### src/rtl/pic24_icsp_responder.sv
// PIC24 ICSP target-side responder.
// Detects the ICSP entry key, decodes SIX / REGOUT commands from the PGC/PGD link,
// and shifts a 16-bit VISI word back on REGOUT.
// Optional feature macro: ICSP_KEY_CHECK_EN (compare the received entry key against KEY).
module pic24_icsp_responder #(
  parameter logic [31:0] KEY = 32'h4D434851
) (
  input  logic        clk,
  input  logic        rstn,
  input  logic        PGCx,
  input  logic        PGDx_in,
  output logic        PGDx_out,
  output logic        PGDx_dir,
  input  logic        MCLRn,
  input  logic [15:0] visi_in,
  output logic        entered,
  output logic        cmd_valid,
  output logic [3:0]  cmd_op,
  output logic [23:0] cmd_data,
  output logic        cmd_err
);

  typedef enum logic [2:0] {
    StIdle,
    StKey,
    StCmd,
    StSix,
    StRoIdle,
    StRoData,
    StLost
  } state_e;

  state_e      state_q, state_d;
  logic [1:0]  pgc_sync_q, pgc_sync_d;
  logic [1:0]  pgd_sync_q, pgd_sync_d;
  logic [1:0]  mclr_sync_q, mclr_sync_d;
  logic        pgc_prev_q, pgc_prev_d;
  logic        mclr_prev_q, mclr_prev_d;
  logic [31:0] key_q, key_d;
  logic [5:0]  cnt_q, cnt_d;
  logic [23:0] data_q, data_d;
  logic [15:0] visi_q, visi_d;
  logic        out_q, out_d;
  logic        dir_q, dir_d;
  logic        entered_q, entered_d;
  logic        valid_q, valid_d;
  logic        err_q, err_d;
  logic [3:0]  op_q, op_d;
  logic [23:0] cmd_data_q, cmd_data_d;

  logic        pgc_rise, pgc_fall, mclr_low, mclr_rise, pgd;
  logic        key_match;
  logic [3:0]  op_new;
  logic [23:0] data_shift;

`ifdef ICSP_KEY_CHECK_EN
  assign key_match = (key_q == KEY);
`else
  logic unused_key;
  assign unused_key = ^KEY;
  assign key_match  = 1'b1;
`endif

  // Synchronizer shift stages and edge-detect history.
  always_comb begin
    pgc_sync_d  = {pgc_sync_q[0], PGCx};
    pgd_sync_d  = {pgd_sync_q[0], PGDx_in};
    mclr_sync_d = {mclr_sync_q[0], MCLRn};
    pgc_prev_d  = pgc_sync_q[1];
    mclr_prev_d = mclr_sync_q[1];
  end

  assign pgc_rise   = pgc_sync_q[1] & ~pgc_prev_q;
  assign pgc_fall   = ~pgc_sync_q[1] & pgc_prev_q;
  assign mclr_low   = ~mclr_sync_q[1];
  assign mclr_rise  = mclr_sync_q[1] & ~mclr_prev_q;
  assign pgd        = pgd_sync_q[1];
  // Serial fields arrive LSb first, so new bits enter at the top.
  assign data_shift = {pgd, data_q[23:1]};
  assign op_new     = data_shift[23:20];

  // Next-state and output logic for the ICSP protocol FSM.
  always_comb begin
    state_d    = state_q;
    key_d      = key_q;
    cnt_d      = cnt_q;
    data_d     = data_q;
    visi_d     = visi_q;
    out_d      = out_q;
    dir_d      = dir_q;
    entered_d  = entered_q;
    valid_d    = 1'b0;
    err_d      = 1'b0;
    op_d       = op_q;
    cmd_data_d = cmd_data_q;

    // MCLRn abort wins over any coincident PGC edge.
    if (state_q != StIdle && state_q != StKey && mclr_low) begin
      state_d   = StKey;
      key_d     = '0;
      cnt_d     = '0;
      entered_d = 1'b0;
      dir_d     = 1'b0;
      out_d     = 1'b0;
    end else begin
      unique case (state_q)
        StIdle: begin
          if (mclr_low) begin
            state_d = StKey;
            key_d   = '0;
            cnt_d   = '0;
          end
        end
        StKey: begin
          if (pgc_rise) begin
            key_d = {key_q[30:0], pgd};
            if (cnt_q < 6'd32) cnt_d = cnt_q + 6'd1;
          end
          if (mclr_rise) begin
            if (cnt_q >= 6'd32 && key_match) begin
              state_d   = StCmd;
              entered_d = 1'b1;
              cnt_d     = '0;
            end else begin
              state_d = StIdle;
            end
          end
        end
        StCmd: begin
          if (pgc_rise) begin
            data_d = data_shift;
            cnt_d  = cnt_q + 6'd1;
            if (cnt_q == 6'd3) begin
              cnt_d = '0;
              if (op_new == 4'b0000) begin
                state_d = StSix;
              end else if (op_new == 4'b0001) begin
                state_d    = StRoIdle;
                valid_d    = 1'b1;
                op_d       = 4'd1;
                cmd_data_d = '0;
              end else begin
                state_d = StLost;
                err_d   = 1'b1;
              end
            end
          end
        end
        StSix: begin
          if (pgc_rise) begin
            data_d = data_shift;
            cnt_d  = cnt_q + 6'd1;
            if (cnt_q == 6'd23) begin
              cnt_d      = '0;
              state_d    = StCmd;
              valid_d    = 1'b1;
              op_d       = 4'd0;
              cmd_data_d = data_shift;
            end
          end
        end
        StRoIdle: begin
          if (pgc_rise) begin
            cnt_d = cnt_q + 6'd1;
            if (cnt_q == 6'd7) begin
              cnt_d   = '0;
              visi_d  = visi_in;
              state_d = StRoData;
            end
          end
        end
        StRoData: begin
          // Present the next bit on each fall; the programmer samples on the rise.
          if (pgc_fall) begin
            dir_d  = 1'b1;
            out_d  = visi_q[0];
            visi_d = {1'b0, visi_q[15:1]};
          end
          if (pgc_rise) begin
            cnt_d = cnt_q + 6'd1;
            if (cnt_q == 6'd15) begin
              cnt_d   = '0;
              dir_d   = 1'b0;
              out_d   = 1'b0;
              state_d = StCmd;
            end
          end
        end
        StLost: begin
          state_d = StLost;
        end
        default: begin
          state_d = StIdle;
        end
      endcase
    end
  end

  // State and datapath registers; MCLRn sync resets released-high so reset does not look like entry.
  always_ff @(posedge clk or negedge rstn) begin
    if (!rstn) begin
      state_q     <= StIdle;
      pgc_sync_q  <= '0;
      pgd_sync_q  <= '0;
      mclr_sync_q <= 2'b11;
      pgc_prev_q  <= 1'b0;
      mclr_prev_q <= 1'b1;
      key_q       <= '0;
      cnt_q       <= '0;
      data_q      <= '0;
      visi_q      <= '0;
      out_q       <= 1'b0;
      dir_q       <= 1'b0;
      entered_q   <= 1'b0;
      valid_q     <= 1'b0;
      err_q       <= 1'b0;
      op_q        <= '0;
      cmd_data_q  <= '0;
    end else begin
      state_q     <= state_d;
      pgc_sync_q  <= pgc_sync_d;
      pgd_sync_q  <= pgd_sync_d;
      mclr_sync_q <= mclr_sync_d;
      pgc_prev_q  <= pgc_prev_d;
      mclr_prev_q <= mclr_prev_d;
      key_q       <= key_d;
      cnt_q       <= cnt_d;
      data_q      <= data_d;
      visi_q      <= visi_d;
      out_q       <= out_d;
      dir_q       <= dir_d;
      entered_q   <= entered_d;
      valid_q     <= valid_d;
      err_q       <= err_d;
      op_q        <= op_d;
      cmd_data_q  <= cmd_data_d;
    end
  end

  assign PGDx_out  = out_q;
  assign PGDx_dir  = dir_q;
  assign entered   = entered_q;
  assign cmd_valid = valid_q;
  assign cmd_err   = err_q;
  assign cmd_op    = op_q;
  assign cmd_data  = cmd_data_q;

endmodule

### config.mk
export PLATFORM = sky130hd
export DESIGN_NAME = pic24_icsp_responder
export DESIGN_NICKNAME = d
export VERILOG_FILES = /design/src/rtl/pic24_icsp_responder.sv
export SDC_FILE = /design/constraint.sdc
export NUM_CORES = 1
export LEC_CHECK = 0
export CAP_MARGIN = 20
export CORE_MARGIN = 2
export CORE_UTILIZATION = 59
export DETAILED_ROUTE_END_ITERATION = 10
export PLACE_DENSITY = 0.92
export SYNTH_ARGS = -nofsm -noshare
export SYNTH_HDL_FRONTEND = slang
export SYNTH_SLANG_ARGS = --single-unit
### constraint.sdc
create_clock -name clk -period 2.9 [get_ports clk]
set_input_delay 0.435 -clock clk [delete_from_list [all_inputs] [get_ports clk]]
set_output_delay 0.435 -clock clk [all_outputs]
set_load 0.02 [all_outputs]
After elaboration in Yosys (flattened, before gate mapping) --
Index checks and enable logic that the tools add are counted.
Storage, ports and cells: register bits 90, input port bits 21, output and inout bits 33, word-level logic and storage cells 153
Cells by class: add/sub/neg operators 1, order comparisons 2, equal/unequal tests 31, muxes and demuxes 76, bitwise gates (word level) 8, reductions and logical operators 19
Operator list (count):
- $mux 24 | 6
- $mux 6 | 14
- $mux 16 | 3
- $pmux 24 s2 | 1
- $mux 3 | 12
- $pmux 6 s6 | 1
- $pmux 16 s2 | 1
- $ne 3x3->1 const B | 10
- $mux 1 | 27
- $mux 4 | 6
- $pmux 3 s7 | 1
- $ne 2x2->1 const B | 9
- $reduce_bool 2->1 | 6
- $reduce_and 10->1 | 1
- $eq 3x3->1 const B | 3
- $pmux 4 s2 | 1
- $reduce_and 8->1 | 1
- $reduce_bool 7->1 | 1
- $add 6x1->6 const B | 1
- $eq 3x2->1 const B | 2
- $eq 6x2->1 const B | 1
- $eq 6x3->1 const B | 1
- $eq 6x4->1 const B | 1
- $eq 6x5->1 const B | 1
- other kinds (17) | 26

Longest topological paths before layout --
Gate-level depths: netlist of run 1.
depth in word-level cells 7, mapped depth 8

Worst setup path after synthesis of run 1 --
No wires, ideal clock.
path type reg2reg, from register cnt_q[1], to register cnt_q[4], arrival time 1.779 ns, path slack 0.994 ns, stages on the path, launching flop included 7, buffers on the path 0, cells stage by stage dfrtp_1 ha_1 nand2_2 or4_4 a31oi_4 a21oi_2 a221o_1
On the way: cells in the longest elaborated chain, start to end 7, elaborated cells on any way between the ends 21, classes of those cells 1 x add/sub; 2 x order compare; 4 x eq/ne; 14 x mux
Ends and longest elaborated chain:
- from (decl) | RTL line 40 | logic [5:0] cnt_q, cnt_d;
- from (signal assigned) | RTL line 227 | cnt_q <= cnt_d;
- $add 6x1->6 / $lt 6x6->1 (equally long branches)
- $mux 6 | RTL line 117 | if (cnt_q < 6'd32) cnt_d = cnt_q + 6'd1;
- $mux 6 | RTL line 115 | if (pgc_rise) begin
- $mux 6 | RTL line 120 | if (cnt_q >= 6'd32 && key_match) begin
- $mux 6 | RTL line 119 | if (mclr_rise) begin
- $pmux 6 s6 * | RTL line 106 | unique case (state_q)
- $mux 6 * | RTL line 98 | if (state_q != StIdle && state_q != StKey && mclr_low) begin
Mark *: on every way between the ends. The rest lies on a longest branch, timed or not. The select of a mux whose other input is x is not followed. A chain may end at the register's enable or synchronous reset.

Worst setup path in the final report of run 1 --
from register cnt_q[1], to register cnt_q[2]
The elaborated chain is that of the path after synthesis.

==> impl_metrics.tcl, run 1 <==
set metrics [dict create \
    layout.nets 483 \
    finClkSkew_ns 0.0106 \
    rsz0062_at_grt "false" \
    fin_area_sq_um 4650 \
    synth_seq_cells 86 \
    row_count 29 \
    synth_edf_count 0 \
    place_ws_ns 0.806 \
    rr_startpoint "cnt_q[1]" \
    required_ns 3.13 \
    p_total_w 0.00242 \
    first_pass_iters 5 \
    r2r_cells 6 \
    postSynthCellCount 415 \
    cts.clk_slew.worst_paths_ns 0.08 \
    num_vias 3063 \
    synth_cell_types 54 \
    drt_wl_total_mm 7.97 \
    fin_ws_ns 0.751 \
    ff2ff_setup_slack_ns 0.75 \
    p_switching_w 0.000629 \
    cts.sinks 86 \
    postSynthAreaPerCell_sq_um 9.39 \
    cts_hold_buf 0 \
    max_slew_margin_pct 47.0 \
    worst-slew-pin-transition_ns 0.796 \
    synth_area_sq_um 3900 \
    max_clock_freq_mhz 465 \
    ant_nets 0 \
    dp_hpwl_mm 5.25 \
    reg2reg_to "cnt_q[2]" \
    hold_path_end "pgd_sync_q[1]" \
    grt_first_pass_wirelength_mm 13.7 \
    slew_violations 0 \
    overflow 0 \
    die-area_sq_um 7270 \
    antenna_found_initial 0 \
    sw_frac_of_total_pct 26.0 \
    ctsResizeCount 0 \
    most-common-layout-cells "143 x nand2_1, 83 x dfrtp_1, 49 x clkdlybuf4s50_1, 47 x o21ai_0, 16 x mux2i_1" \
    grtUsageTotal_pct 23.6 \
    fillerInstances 470 \
    yosysSeqAreaShare_pct 55.3 \
    core_area_sq_um 6390 \
    startpoint_type "register" \
    fp.dieH_um 85.3 \
    yosys_warnings 0 \
    holdWs_ns 0.355 \
    synth_area_leader_cell "dfrtp_1" \
    max-cap-violations 0 \
    drive_above_1_share_pct 7.58 \
    tns_ns 0 \
    clockRootBuffer "clkbuf_8" \
    final_common_cell "nand2_1" \
    pwr-share-clk_pct 35.5 \
    powerDensity_nw_per_um2 521 \
    drt_iter0_drc 223 \
    crit_path_end_kind "register" \
    boundaryPins 54 \
    holdPathStages 0 \
    cts_tree "done" \
    clockBufferDepth 2 \
    p_leak_nw 2.17 \
    portBuffers 50 \
    place.gp.congestion 0.894 \
    post-cts-setup-buffer-count 0 \
    pwr-share-seq_pct 53.8 \
    intPower_w 0.00179 \
    h-tree-depth 3 \
    synth-main-ff-cell "dfrtp_1" \
    start_util_pct 61.1 \
    place_area_sq_um 4400 \
    peakVddDrop_mv 0.324 \
    hold_viol 0 \
    arrival_ns 2.37 \
    drcViolationCount 0 \
    die-width_um 85.3 \
    status "finished clean" \
    synth.area.top_cells "dfrtp_1 53%, nand2_1 14%, o21ai_0 6.0%" \
    area_growth_pct 19.2 \
    cts_buffers 9 \
    fin_crit_sh_pct 74.1 \
    grt_max_degree 87 \
    p_comb_share_pct 10.8 \
    setup_viol 0 \
    antenna_cells 0 \
    critical_path_class "register to register" \
    min_path_type "register to register" \
    crit_fanout 5 \
    synth_top_area_share_pct 53.3 \
    first_global_vias 2983 \
    synthArstFlopShare_pct 100 \
    viasPerCell 5.68 \
    hp-start "pgd_sync_q[0]" \
    period_needed_ns 2.15 \
    clock_latency_ns 0.35 \
    wl_per_cell_um 14.8 \
]
## cell type report
| cell class | instances | area, sq um | area share (%) |
|---|---|---|---|
| timing repair buffer | 57 | 573 | 12.3 |
| clock inverter | 4 | 55.1 | 1.19 |
| multi-input combinational | 297 | 1590 | 34.2 |
| clock buffer | 11 | 151 | 3.26 |
| tap | 77 | 96.3 | 2.07 |
| sequential | 86 | 2160 | 46.4 |
| inverter | 7 | 26.3 | 0.566 |
## stage by stage
step / std cells / util, %
after floorplan: 417 / -
after CTS: 537 / 72.2
final: 539 / 72.7
after global routing: 539 / 72.7
after global placement: 522 / 68.9
after detailed placement: 522 / 68.9
## cell families after synthesis
group                      Yosys count  share of synthesized area, %
buffers and inverters               34                          4.17
muxes                               17                          4.40
and+or+nand+nor                    192                          21.1
adders and majority gates            4                          1.28
AOI/OAI and AO/OA                   80                          13.4
DFF                                 86                          55.3
xor gates and xnor gates             1                         0.225
other                                1                        0.0962
## how the worst max path moves through the flow
stage	start	end	slack, ns	depth (start not counted)
4_1_cts	pgc_sync_q[1]	visi_q[9]	0.77	5
2_1_floorplan	cnt_q[1]	cnt_q[4]	0.99	6
6_report	cnt_q[1]	cnt_q[2]	0.75	6
3_5_place_dp	cnt_q[0]	cnt_q[2]	0.81	6
5_1_grt	pgc_sync_q[1]	visi_q[8]	0.54	5
3_3_place_gp	cnt_q[1]	cnt_q[2]	0.89	6
## critical path, stage by stage (launching register included)
cell and delay, ns:
dfrtp_1 0.42, ha_1 0.26, nand2_2 0.09, or4_4 0.53
a32oi_1 0.33, a21oi_1 0.12, a221o_1 0.28
## cell usage after synthesis, drive strengths merged (2+ instances only)
cell type	count
nand2b	5
and2	2
nor2	10
mux2i	16
a31oi	3
a221o	3
a21oi	4
dfrtp	83
a32oi	2
nand3	5
inv	7
nand4	2
or4	2
nand3b	2
buf	13
a211oi	2
ha	4
a211o	2
dfstp	3
nand2	144
nor2b	7
clkbuf	14
a21o	2
a2111oi	3
o21ai	48
nor3	6
or2	3
## layer usage
layer / vias up / GRT usage (%) / share of wire, %
met3: 14 / 4.86 / 5.0
li1: 1477 / - / -
met1: 1467 / 32.4 / 44
met4: 0 / 8.95 / 1.4
met5: - / 0 / 0
met2: 105 / 37.2 / 49
## state kept, by name, indices dropped and copies added, names as in the netlist
| register | count |
|---|---|
| entered | 1 |
| pgc_prev_q | 1 |
| mclr_prev_q | 1 |
| cmd_data | 24 |
| cmd_op | 1 |
| PGDx_dir | 1 |
| state_q | 3 |
| cmd_valid | 1 |
| visi_q | 16 |
| data_q | 23 |
| mclr_sync_q | 2 |
| pgd_sync_q | 2 |
| pgc_sync_q | 2 |
| cnt_q | 6 |
| cmd_err | 1 |
| PGDx_out | 1 |
## power groups by stage
stage          logic (W)  clock network (W)  registers [W]
2_1_floorplan   0.000214                  0        0.00128
3_3_place_gp    0.000244                  0        0.00132
3_5_place_dp    0.000250                  0        0.00132
4_1_cts         0.000254           0.000880        0.00130
5_1_grt         0.000284           0.000933        0.00131
6_report        0.000260           0.000860        0.00130
Power figures use the tool's default switching activity.
==> inputs of run 2 (changes only) <==
- CORE_UTILIZATION: 59 -> 49
- PLACE_DENSITY: 0.92 -> 0.83
- clock period: 2.9 -> 1.85 ns (I/O delays scaled with it)
==> impl_metrics.tcl, run 2 (synthesis results as in run 1) <==
set metrics [dict create \
    status "complete, but fails checks" \
    failed_checks "negative setup slack" \
    area_growth_pct 31.7 \
    worst-slew-pin-transition_ns 0.480 \
    clockRootBuffer "clkbuf_8" \
    portBuffers 50 \
    final_common_cell "nand2_1" \
    rr_startpoint "cnt_q[1]" \
    antenna_cells 0 \
    place_area_sq_um 4640 \
    viasPerCell 5.31 \
    hp-start "MCLRn" \
    max-cap-violations 0 \
    hold_viol 0 \
    first_global_vias 2977 \
    grt_first_pass_wirelength_mm 13.8 \
    most-common-layout-cells "129 x nand2_1, 83 x dfrtp_1, 49 x clkdlybuf4s50_1, 32 x o21ai_0, 31 x buf_4" \
    die-width_um 93.2 \
    drt_wl_total_mm 8.51 \
    wl_per_cell_um 14.3 \
    num_vias 3163 \
    clockBufferDepth 2 \
    crit_path_end_kind "register" \
    fin_area_sq_um 5130 \
    ant_nets 0 \
    cts_buffers 9 \
    die-area_sq_um 8690 \
    ff2ff_setup_slack_ns -0.12 \
    critical_path_class "register to register" \
    r2r_cells 6 \
    reg2reg_to "cnt_q[3]" \
    place.gp.congestion 0.883 \
    setup_viol 20 \
    core_area_sq_um 7730 \
    arrival_ns 2.20 \
    drcViolationCount 0 \
    dp_hpwl_mm 5.62 \
    max_slew_margin_pct 67.2 \
    drt_iter0_drc 174 \
    p_leak_nw 2.37 \
    cts_tree "done" \
    grtUsageTotal_pct 20.1 \
    antenna_found_initial 0 \
    fp.dieH_um 93.2 \
    hold_path_end "mclr_sync_q[0]" \
    crit_fanout 6 \
    max_clock_freq_mhz 507 \
    fin_ws_ns -0.121 \
    startpoint_type "register" \
    finClkSkew_ns 0.0108 \
    boundaryPins 54 \
    first_pass_iters 4 \
    largest_register_ffs 24 \
    period_needed_ns 1.97 \
    grt_max_degree 51 \
    tns_ns -0.859 \
    peakVddDrop_mv 0.443 \
    start_util_pct 50.5 \
    overflow 0 \
    fin_crit_sh_pct 107 \
    cts.sinks 86 \
    holdPathStages 1 \
    slew_violations 0 \
    row_count 32 \
    powerDensity_nw_per_um2 793 \
    h-tree-depth 3 \
    rsz0062_at_grt "true" \
    min_path_type "input pin to register" \
    cts.clk_slew.worst_paths_ns 0.08 \
    drive_above_1_share_pct 18.4 \
    clock_latency_ns 0.36 \
    fillerInstances 571 \
    required_ns 2.08 \
    layout.nets 514 \
]
[run 2: report_power, final]
group	switching (W)	internal [W]	total [W]
Sequential	0.0000658	0.00193	0.00200
Combinational	0.000311	0.000324	0.000635
Clock	0.000637	0.000800	0.00144
Total	0.00101	0.00306	0.00407
[run 2: critical path, stage by stage, from the launching register on]
cell and delay (ns):
dfrtp_1 0.38, ha_2 0.20, nand2_2 0.07, or4_4 0.47
a31oi_4 0.29, a21oi_4 0.12, a221o_1 0.32
[run 2: repair_timing]
| item | CTS | global route |
|---|---|---|
| hold endpoints to repair | 26 | 0 |
| setup buffers | 5 | 3 |
| pin swaps | 4 | 11 |
| endpoints found under the setup margin | 6 | 52 |
| resized for setup | 5 | 47 |
| hold buffers | 1 | 0 |
| gates cloned | 0 | 3 |
[run 2: metrics by stage]
step | setup slack [ns] | cells | power, W | util, % | hold WS [ns]
2_1_floorplan | 0.0397 | 417 | 0.00234 | - | -0.0181
3_3_place_gp | -0.0227 | 568 | 0.00257 | 60.1 | 0.243
3_5_place_dp | -0.112 | 568 | 0.00258 | 60.1 | 0.252
4_1_cts | -0.106 | 590 | 0.00405 | 63.6 | 0.310
5_1_grt | -0.167 | 596 | 0.00426 | 66.5 | 0.302
6_report | -0.121 | 596 | 0.00407 | 66.5 | 0.321
[run 2: worst max path at each step]
stage               slack [ns]  cells after the start           start   endpoint
global route             -0.17                      6        cnt_q[1]   cnt_q[3]
floorplan                 0.04                      7  mclr_sync_q[1]  cmd_op[0]
global placement         -0.02                      6        cnt_q[1]   cnt_q[3]
finish                   -0.12                      6        cnt_q[1]   cnt_q[3]
detailed placement       -0.11                      6        cnt_q[0]   cnt_q[3]
CTS                      -0.11                      6        cnt_q[0]   cnt_q[3]
[run 2: layer usage]
layer | GRT usage (%) | wire (um)
met2 | 33.5 | 4220
met3 | 4.51 | 384
met4 | 7.23 | 110
met1 | 25.9 | 3800
met5 | 0 | 0
[run 2: area by class of cell]
cell class / count / area (sq um) / share of cell area [%]
Clock buffer: 13 / 149 / 2.90
Clock inverter: 3 / 67.6 / 1.32
Timing Repair Buffer: 88 / 875 / 17.0
Inverter: 7 / 26.3 / 0.512
Multi-Input combinational cell: 297 / 1730 / 33.8
Sequential cell: 86 / 2160 / 42.0
Tap cell: 102 / 128 / 2.49
